--- src/rtl/mips_multicycle_ctrl_if.sv ---
// Control/status bundle between the multicycle MIPS controller and its datapath.
// The controller drives the control lines (master); the datapath drives IR opcode and flags.
interface mips_multicycle_ctrl_if #(
    parameter int OPW   = 6,
    parameter int CNT_W = 32
);
    logic [OPW-1:0]   opcode;
    logic             zero;
    logic             sign;
    logic             mem_ready;
    logic             pc_write;
    logic             pc_write_cond;
    logic             iord;
    logic             mem_read;
    logic             mem_write;
    logic             ir_write;
    logic             mem_to_reg;
    logic [1:0]       reg_dst;
    logic             reg_write;
    logic             alu_src_a;
    logic [1:0]       alu_src_b;
    logic [1:0]       alu_op;
    logic [1:0]       pc_source;
    logic             illegal;
    logic [CNT_W-1:0] retired;

    modport master (
        input  opcode, zero, sign, mem_ready,
        output pc_write, pc_write_cond, iord, mem_read, mem_write, ir_write,
               mem_to_reg, reg_dst, reg_write, alu_src_a, alu_src_b, alu_op,
               pc_source, illegal, retired
    );

    modport slave (
        output opcode, zero, sign, mem_ready,
        input  pc_write, pc_write_cond, iord, mem_read, mem_write, ir_write,
               mem_to_reg, reg_dst, reg_write, alu_src_a, alu_src_b, alu_op,
               pc_source, illegal, retired
    );
endinterface

--- src/rtl/mips_multicycle_ctrl.sv ---
// Multicycle MIPS main control FSM with memory-ready waits, retired-instruction
// counter and illegal-opcode trap.
module mips_multicycle_ctrl #(
    parameter int OPW       = 6,
    parameter int CNT_W     = 32,
    parameter bit TRAP_HOLD = 1'b1
) (
    input logic                   clk,
    input logic                   reset,
    mips_multicycle_ctrl_if.master bus
);
    localparam logic [OPW-1:0] OP_R      = 6'b000000;
    localparam logic [OPW-1:0] OP_LW     = 6'b100011;
    localparam logic [OPW-1:0] OP_SW     = 6'b101011;
    localparam logic [OPW-1:0] OP_BEQ    = 6'b000100;
    localparam logic [OPW-1:0] OP_J      = 6'b000010;
    localparam logic [OPW-1:0] OP_ORI    = 6'b001101;
    localparam logic [OPW-1:0] OP_BGEZAL = 6'b100111;
    localparam logic [OPW-1:0] OP_JRS    = 6'b010010;
    localparam logic [OPW-1:0] OP_BALV   = 6'b100001;

    typedef enum logic [4:0] {
        IDLE, FETCH, DECODE, MEMADR, MEMRD, MEMWR, MEMWB, JRPC, REXEC, RWB,
        IEXEC, IWB, BRANCH, JUMP, LINK, BLINK, BGEZ, TRAP
    } state_t;

    typedef struct packed {
        logic       pc_write;
        logic       pc_write_cond;
        logic       iord;
        logic       mem_read;
        logic       mem_write;
        logic       mem_to_reg;
        logic [1:0] reg_dst;
        logic       reg_write;
        logic       alu_src_a;
        logic [1:0] alu_src_b;
        logic [1:0] alu_op;
        logic [1:0] pc_source;
        logic       illegal;
    } ctrl_t;

    state_t           state, nxt;
    ctrl_t            q;
    logic [CNT_W-1:0] cnt;
    logic             retire;

    // State-determined control word, registered alongside the state it belongs to.
    function automatic ctrl_t outs(input state_t s);
        ctrl_t o;
        o = '0;
        case (s)
            FETCH:  begin o.mem_read = 1'b1; o.alu_src_b = 2'd1; end
            DECODE: o.alu_src_b = 2'd3;
            MEMADR: begin o.alu_src_a = 1'b1; o.alu_src_b = 2'd2; end
            MEMRD:  begin o.iord = 1'b1; o.mem_read = 1'b1; end
            MEMWR:  begin o.iord = 1'b1; o.mem_write = 1'b1; end
            MEMWB:  begin o.mem_to_reg = 1'b1; o.reg_write = 1'b1; end
            JRPC:   begin o.pc_source = 2'd3; o.pc_write = 1'b1; end
            REXEC:  begin o.alu_src_a = 1'b1; o.alu_op = 2'd2; end
            RWB:    begin o.reg_dst = 2'd1; o.reg_write = 1'b1; end
            IEXEC:  begin o.alu_src_a = 1'b1; o.alu_src_b = 2'd2; o.alu_op = 2'd3; end
            IWB:    o.reg_write = 1'b1;
            BRANCH: begin
                o.alu_src_a = 1'b1; o.alu_op = 2'd1;
                o.pc_source = 2'd1; o.pc_write_cond = 1'b1;
            end
            JUMP:   begin o.pc_source = 2'd2; o.pc_write = 1'b1; end
            LINK:   begin o.reg_dst = 2'd2; o.reg_write = 1'b1; end
            BLINK:  begin o.pc_source = 2'd1; o.pc_write = 1'b1; end
            BGEZ:   begin o.alu_src_a = 1'b1; o.pc_source = 2'd1; end
            TRAP:   o.illegal = 1'b1;
            default: ;
        endcase
        return o;
    endfunction

    always_comb begin
        nxt = state;
        case (state)
            IDLE:   nxt = FETCH;
            FETCH:  if (bus.mem_ready) nxt = DECODE;
            DECODE: begin
                case (bus.opcode)
                    OP_LW, OP_SW, OP_JRS: nxt = MEMADR;
                    OP_R:                 nxt = REXEC;
                    OP_ORI:               nxt = IEXEC;
                    OP_BEQ:               nxt = BRANCH;
                    OP_J:                 nxt = JUMP;
                    OP_BGEZAL, OP_BALV:   nxt = LINK;
                    default:              nxt = TRAP;
                endcase
            end
            MEMADR: nxt = (bus.opcode == OP_SW) ? MEMWR : MEMRD;
            MEMRD:  if (bus.mem_ready) nxt = (bus.opcode == OP_JRS) ? JRPC : MEMWB;
            MEMWR:  if (bus.mem_ready) nxt = FETCH;
            REXEC:  nxt = RWB;
            IEXEC:  nxt = IWB;
            LINK:   nxt = (bus.opcode == OP_BALV) ? BLINK : BGEZ;
            MEMWB, JRPC, RWB, IWB, BRANCH, JUMP, BLINK, BGEZ: nxt = FETCH;
            TRAP:   nxt = TRAP_HOLD ? TRAP : FETCH;
            default: nxt = IDLE;
        endcase
    end

    // Only completing states count; IDLE->FETCH and TRAP->FETCH do not retire.
    assign retire = (nxt == FETCH) &&
                    (state inside {MEMWR, MEMWB, JRPC, RWB, IWB, BRANCH, JUMP, BLINK, BGEZ});

    always_ff @(posedge clk or posedge reset) begin
        if (reset) begin
            state <= IDLE;
            q     <= '0;
            cnt   <= '0;
        end else begin
            state <= nxt;
            q     <= outs(nxt);
            if (retire) cnt <= cnt + CNT_W'(1);
        end
    end

    // IR/PC load in FETCH and the bgezal PC load are qualified by this cycle's inputs.
    assign bus.ir_write      = (state == FETCH) && bus.mem_ready;
    assign bus.pc_write      = q.pc_write || ((state == FETCH) && bus.mem_ready)
                                          || ((state == BGEZ) && !bus.sign);
    assign bus.pc_write_cond = q.pc_write_cond;
    assign bus.iord          = q.iord;
    assign bus.mem_read      = q.mem_read;
    assign bus.mem_write     = q.mem_write;
    assign bus.mem_to_reg    = q.mem_to_reg;
    assign bus.reg_dst       = q.reg_dst;
    assign bus.reg_write     = q.reg_write;
    assign bus.alu_src_a     = q.alu_src_a;
    assign bus.alu_src_b     = q.alu_src_b;
    assign bus.alu_op        = q.alu_op;
    assign bus.pc_source     = q.pc_source;
    assign bus.illegal       = q.illegal;
    assign bus.retired       = cnt;
endmodule

--- src/flat_wrapper.sv ---
// flat-port wrapper written by rule: the top's interface ports become plain ports
module mips_multicycle_ctrl_flat 
#(
    parameter int OPW       = 6,
    parameter int CNT_W     = 32,
    parameter bit TRAP_HOLD = 1'b1
)
  (clk, reset, bus_opcode, bus_zero, bus_sign, bus_mem_ready, bus_pc_write, bus_pc_write_cond, bus_iord, bus_mem_read, bus_mem_write, bus_ir_write, bus_mem_to_reg, bus_reg_dst, bus_reg_write, bus_alu_src_a, bus_alu_src_b, bus_alu_op, bus_pc_source, bus_illegal, bus_retired);
  mips_multicycle_ctrl_if #(.OPW(OPW), .CNT_W(CNT_W)) bus_i ();
  input logic clk;
  input logic reset;
  input wire logic [$bits(bus_i.opcode)-1:0] bus_opcode;
  input wire logic [$bits(bus_i.zero)-1:0] bus_zero;
  input wire logic [$bits(bus_i.sign)-1:0] bus_sign;
  input wire logic [$bits(bus_i.mem_ready)-1:0] bus_mem_ready;
  output wire logic [$bits(bus_i.pc_write)-1:0] bus_pc_write;
  output wire logic [$bits(bus_i.pc_write_cond)-1:0] bus_pc_write_cond;
  output wire logic [$bits(bus_i.iord)-1:0] bus_iord;
  output wire logic [$bits(bus_i.mem_read)-1:0] bus_mem_read;
  output wire logic [$bits(bus_i.mem_write)-1:0] bus_mem_write;
  output wire logic [$bits(bus_i.ir_write)-1:0] bus_ir_write;
  output wire logic [$bits(bus_i.mem_to_reg)-1:0] bus_mem_to_reg;
  output wire logic [$bits(bus_i.reg_dst)-1:0] bus_reg_dst;
  output wire logic [$bits(bus_i.reg_write)-1:0] bus_reg_write;
  output wire logic [$bits(bus_i.alu_src_a)-1:0] bus_alu_src_a;
  output wire logic [$bits(bus_i.alu_src_b)-1:0] bus_alu_src_b;
  output wire logic [$bits(bus_i.alu_op)-1:0] bus_alu_op;
  output wire logic [$bits(bus_i.pc_source)-1:0] bus_pc_source;
  output wire logic [$bits(bus_i.illegal)-1:0] bus_illegal;
  output wire logic [$bits(bus_i.retired)-1:0] bus_retired;
  assign bus_i.opcode = bus_opcode;
  assign bus_i.zero = bus_zero;
  assign bus_i.sign = bus_sign;
  assign bus_i.mem_ready = bus_mem_ready;
  assign bus_pc_write = bus_i.pc_write;
  assign bus_pc_write_cond = bus_i.pc_write_cond;
  assign bus_iord = bus_i.iord;
  assign bus_mem_read = bus_i.mem_read;
  assign bus_mem_write = bus_i.mem_write;
  assign bus_ir_write = bus_i.ir_write;
  assign bus_mem_to_reg = bus_i.mem_to_reg;
  assign bus_reg_dst = bus_i.reg_dst;
  assign bus_reg_write = bus_i.reg_write;
  assign bus_alu_src_a = bus_i.alu_src_a;
  assign bus_alu_src_b = bus_i.alu_src_b;
  assign bus_alu_op = bus_i.alu_op;
  assign bus_pc_source = bus_i.pc_source;
  assign bus_illegal = bus_i.illegal;
  assign bus_retired = bus_i.retired;
  mips_multicycle_ctrl #(.OPW(OPW), .CNT_W(CNT_W), .TRAP_HOLD(TRAP_HOLD)) u_core (.clk(clk), .reset(reset), .bus(bus_i));
endmodule
--- config.mk ---
export PLATFORM = sky130hd
export DESIGN_NAME = mips_multicycle_ctrl_flat
export DESIGN_NICKNAME = d
export VERILOG_FILES = /design/src/rtl/mips_multicycle_ctrl_if.sv /design/src/rtl/mips_multicycle_ctrl.sv /design/src/flat_wrapper.sv
export SDC_FILE = /design/constraint.sdc
export NUM_CORES = 1
export LEC_CHECK = 0
export ABC_AREA = 0
export ABC_CLOCK_PERIOD_IN_PS = 3250
export CAP_MARGIN = 20
export CORE_AREA = 3 3 102 104
export DETAILED_ROUTE_END_ITERATION = 8
export DIE_AREA = 0 0 105 107
export GPL_ROUTABILITY_DRIVEN = 0
export REMOVE_ABC_BUFFERS = 1
export SLEW_MARGIN = 20
export SYNTH_ARGS = -nofsm -noshare
export SYNTH_HDL_FRONTEND = slang
export SYNTH_SLANG_ARGS = --single-unit
--- constraint.sdc ---
create_clock -name clk -period 3.25 [get_ports clk]
set_input_delay 0.975 -clock clk [delete_from_list [all_inputs] [get_ports clk]]
set_output_delay 0.975 -clock clk [all_outputs]
set_load 0.02 [all_outputs]
==> metrics.yaml <==
outcome:
  status: "complete, no violations"
die:
  initial_core_util: 0.293
  die-area_sq_um: 11200
  core-area_sq_um: 9640
  die_h_um: 107
  die_w_um: 105
  io_pins: 61
  rows: 36
logic_synthesis:
  yosys_warnings: 0
  yosysSeqAreaShare: 0.478
  syn_avg_cell_area_sq_um: 10.5
  synth_seq_cells: 54
  netlist_instances: 268
  synth-edff-count: 0
  synthFlopType: "dfrtp_1"
  ys_types: 61
  netlist_area_sq_um: 2830
  async_flop_share: 1.00
critical_path:
  worstSetupPathType: "in -> out"
  ff2ff_path_depth: 9
  cp.arrival_ns: 2.07
  reg2reg_to: "u_core.bus.pc_source[0]"
  slowest_delay_ns: 0.37
  required_ns: 2.27
  crit_fanout: 2
  cp_top_family: "simple AND/OR/NAND/NOR gates"
  endpoint_kind: "primary output"
  crit_chain: "dlygate4sd2_1 -> nor3b_2 -> and2_1 -> or3_4 -> buf_6"
  worst_setup_path_start_kind: "input port"
  path_buf_inv: 2
  worst_path_max_delay_cell: "or3_4"
  reg2reg_slack_ns: 0.91
  r2r_start: "u_core.state[4]"
route:
  dr.pass1.iters: 4
  via_per_inst: 4.83
  initialDrtViolationCount: 89
  antenna_left: 0
  dr_total_vias: 2304
  avgRoutedWirePerCell_um: 13.6
  wirelength_um: 6470
  drc: 0
grt:
  grt_pass1_vias: 2236
  gr-total-overflow: 0
  grt_start_max_net_pins: 27
  grt_usage: 0.117
  antenna_found_initial: 0
  grt_first_pass_wirelength_um: 10800
clocking:
  root_buffer: "clkbuf_8"
  path_clk_slew_ns: 0.09
  clock_sinks: 54
  cts_tree: "done"
  cts_buffers: 5
  cts_buffer_depth: 2
  cts_max_level: 2
  insertion_delay_ns: 0.30
sta:
  fmax_mhz: 329
  clock_skew_ns: 0.00456
  slew_headroom: 0.702
  setup_viol: 0
  hold-worst-slack_ns: 0.473
  period_needed_ns: 3.04
  min_period_over_period: 0.937
  worst_pin_slew_ns: 0.443
  slew_violations: 0
  grt_setup_unrepaired: "no"
  fin_ws_ns: 0.206
  hold_violations: 0
worst_hold_path:
  min_to: "u_core.bus.retired[31]"
  hp-class: "reg -> reg"
  hold_start: "u_core.bus.retired[31]"
  holdPathStages: 1
power:
  p_per_area_nw_per_um2: 597
  p_leak_nw: 1.62
  ir_worst_vdd_mv: 0.188
placed_design:
  dp_hpwl_um: 4940
  preCtsSetupSlack_ns: -0.407
  placed_cell_area_sq_um: 3690
  dp_cells: 469
  portBuffers: 59
final_layout:
  largest_reg_flops: 32
  area_delta_synth_final_pct: 34.8
  antennaDiodeCount: 0
  utilization: 0.395
  stdcell_area_sq_um: 3810
  fin_cells: 477
  drive_above_1_share: 0.172
  finalNetCount: 355
flow_run:
  drv_cap: 0
[final cells by class]
cell class                      count  area, sq um
Clock buffer                        5         68.8
Fill cell                         983         5830
Clock inverter                      3         40.0
Timing Repair Buffer               90          850
Tap cell                          133          166
Sequential cell                    54         1350
Inverter                            6         25.0
Multi-Input combinational cell    186         1310
[cell families after synthesis]
logic type,Yosys count,synth area share
xor gates and xnor gates,33,0.102
AOI/OAI and AO/OA,32,0.0890
DFF,54,0.478
muxes,2,0.00753
and+or+nand+nor,118,0.257
adders and majority gates,1,0.00443
buffers and inverters,28,0.0620
[per-stage QoR]
stage | power, mW | TNS (ns)
floorplan | 1.37 | 0
global placement | 1.84 | -0.747
detailed placement | 1.84 | -0.807
CTS | 2.30 | 0
global route | 2.42 | 0
finish | 2.27 | 0
[layer usage]
metal	routed length [um]	part of all wire	up-vias	GRT usage
li1	-	-	1099	-
met1	2970	0.46	1127	0.157
met2	3040	0.47	70	0.191
met3	341	0.053	8	0.0241
met4	110	0.017	0	0.0366
met5	0	0	-	0
[cell usage after synthesis, drive strengths merged, types with 2 or more instances]
cell type | instances | area [sq um]
nor2 | 13 | 48.8
xnor2 | 28 | 245
nor4 | 4 | 25.0
buf | 19 | 139
nand4 | 12 | 75.1
clkbuf | 3 | 11.3
and4 | 5 | 43.8
and2 | 4 | 25.0
dfrtp | 54 | 1350
nor3 | 6 | 46.3
or3 | 5 | 31.3
and3 | 8 | 50.1
xor2 | 5 | 43.8
inv | 6 | 25.0
and3b | 2 | 17.5
nor3b | 7 | 57.6
a211o | 2 | 17.5
a21oi | 8 | 47.6
nand3b | 4 | 30.0
o21ai | 5 | 25.0
o211ai | 2 | 15.0
nand2 | 17 | 66.3
nand2b | 5 | 31.3
nand3 | 19 | 100
[power by group]
group          total [mW]  switching, mW  internal [mW]  leakage [nW]
clock               0.441          0.214          0.227        0.0579
combinational       0.987          0.511          0.476         0.828
sequential          0.847         0.0830          0.764         0.737
total                2.27          0.808           1.47          1.62
[layout by cell type, fill, tap and decap left out, types with 3 or more instances in the layout]
cell type,n
xor2_1,5
o21ai_0,4
nand3_1,18
nor3b_1,5
clkbuf_8,5
nor4_1,4
nand3b_1,4
nor3_1,4
inv_1,3
or3_1,4
clkdlybuf4s50_1,56
dfrtp_1,54
nand2b_1,5
and2_1,3
and3_1,8
nor2_1,13
xnor2_1,28
buf_4,29
nand4_1,12
a21oi_1,6
and4_1,5
nand2_1,16
[worst max-delay path by stage]
stage | cells after the start | startpoint | end | slack [ns]
3_5_place_dp | 5 | bus_mem_ready | bus_pc_write | -0.41
4_1_cts | 5 | bus_mem_ready | bus_pc_write | 0.19
2_1_floorplan | 3 | bus_mem_ready | bus_pc_write | 0.46
3_3_place_gp | 5 | bus_mem_ready | bus_pc_write | -0.40
6_report | 5 | bus_mem_ready | bus_pc_write | 0.21
5_1_grt | 9 | bus_opcode[0] | u_core.bus.retired[3] | 0.07
[repair_timing]
| item | 4_1_cts | 5_1_grt |
|---|---|---|
| setup buffers | 0 | 0 |
| hold buffers | 0 | 0 |
| endpoints found under the setup margin | 2 | 0 |
| resized for setup | 12 | 0 |
No activity file was read; power rests on OpenSTA's default activity.
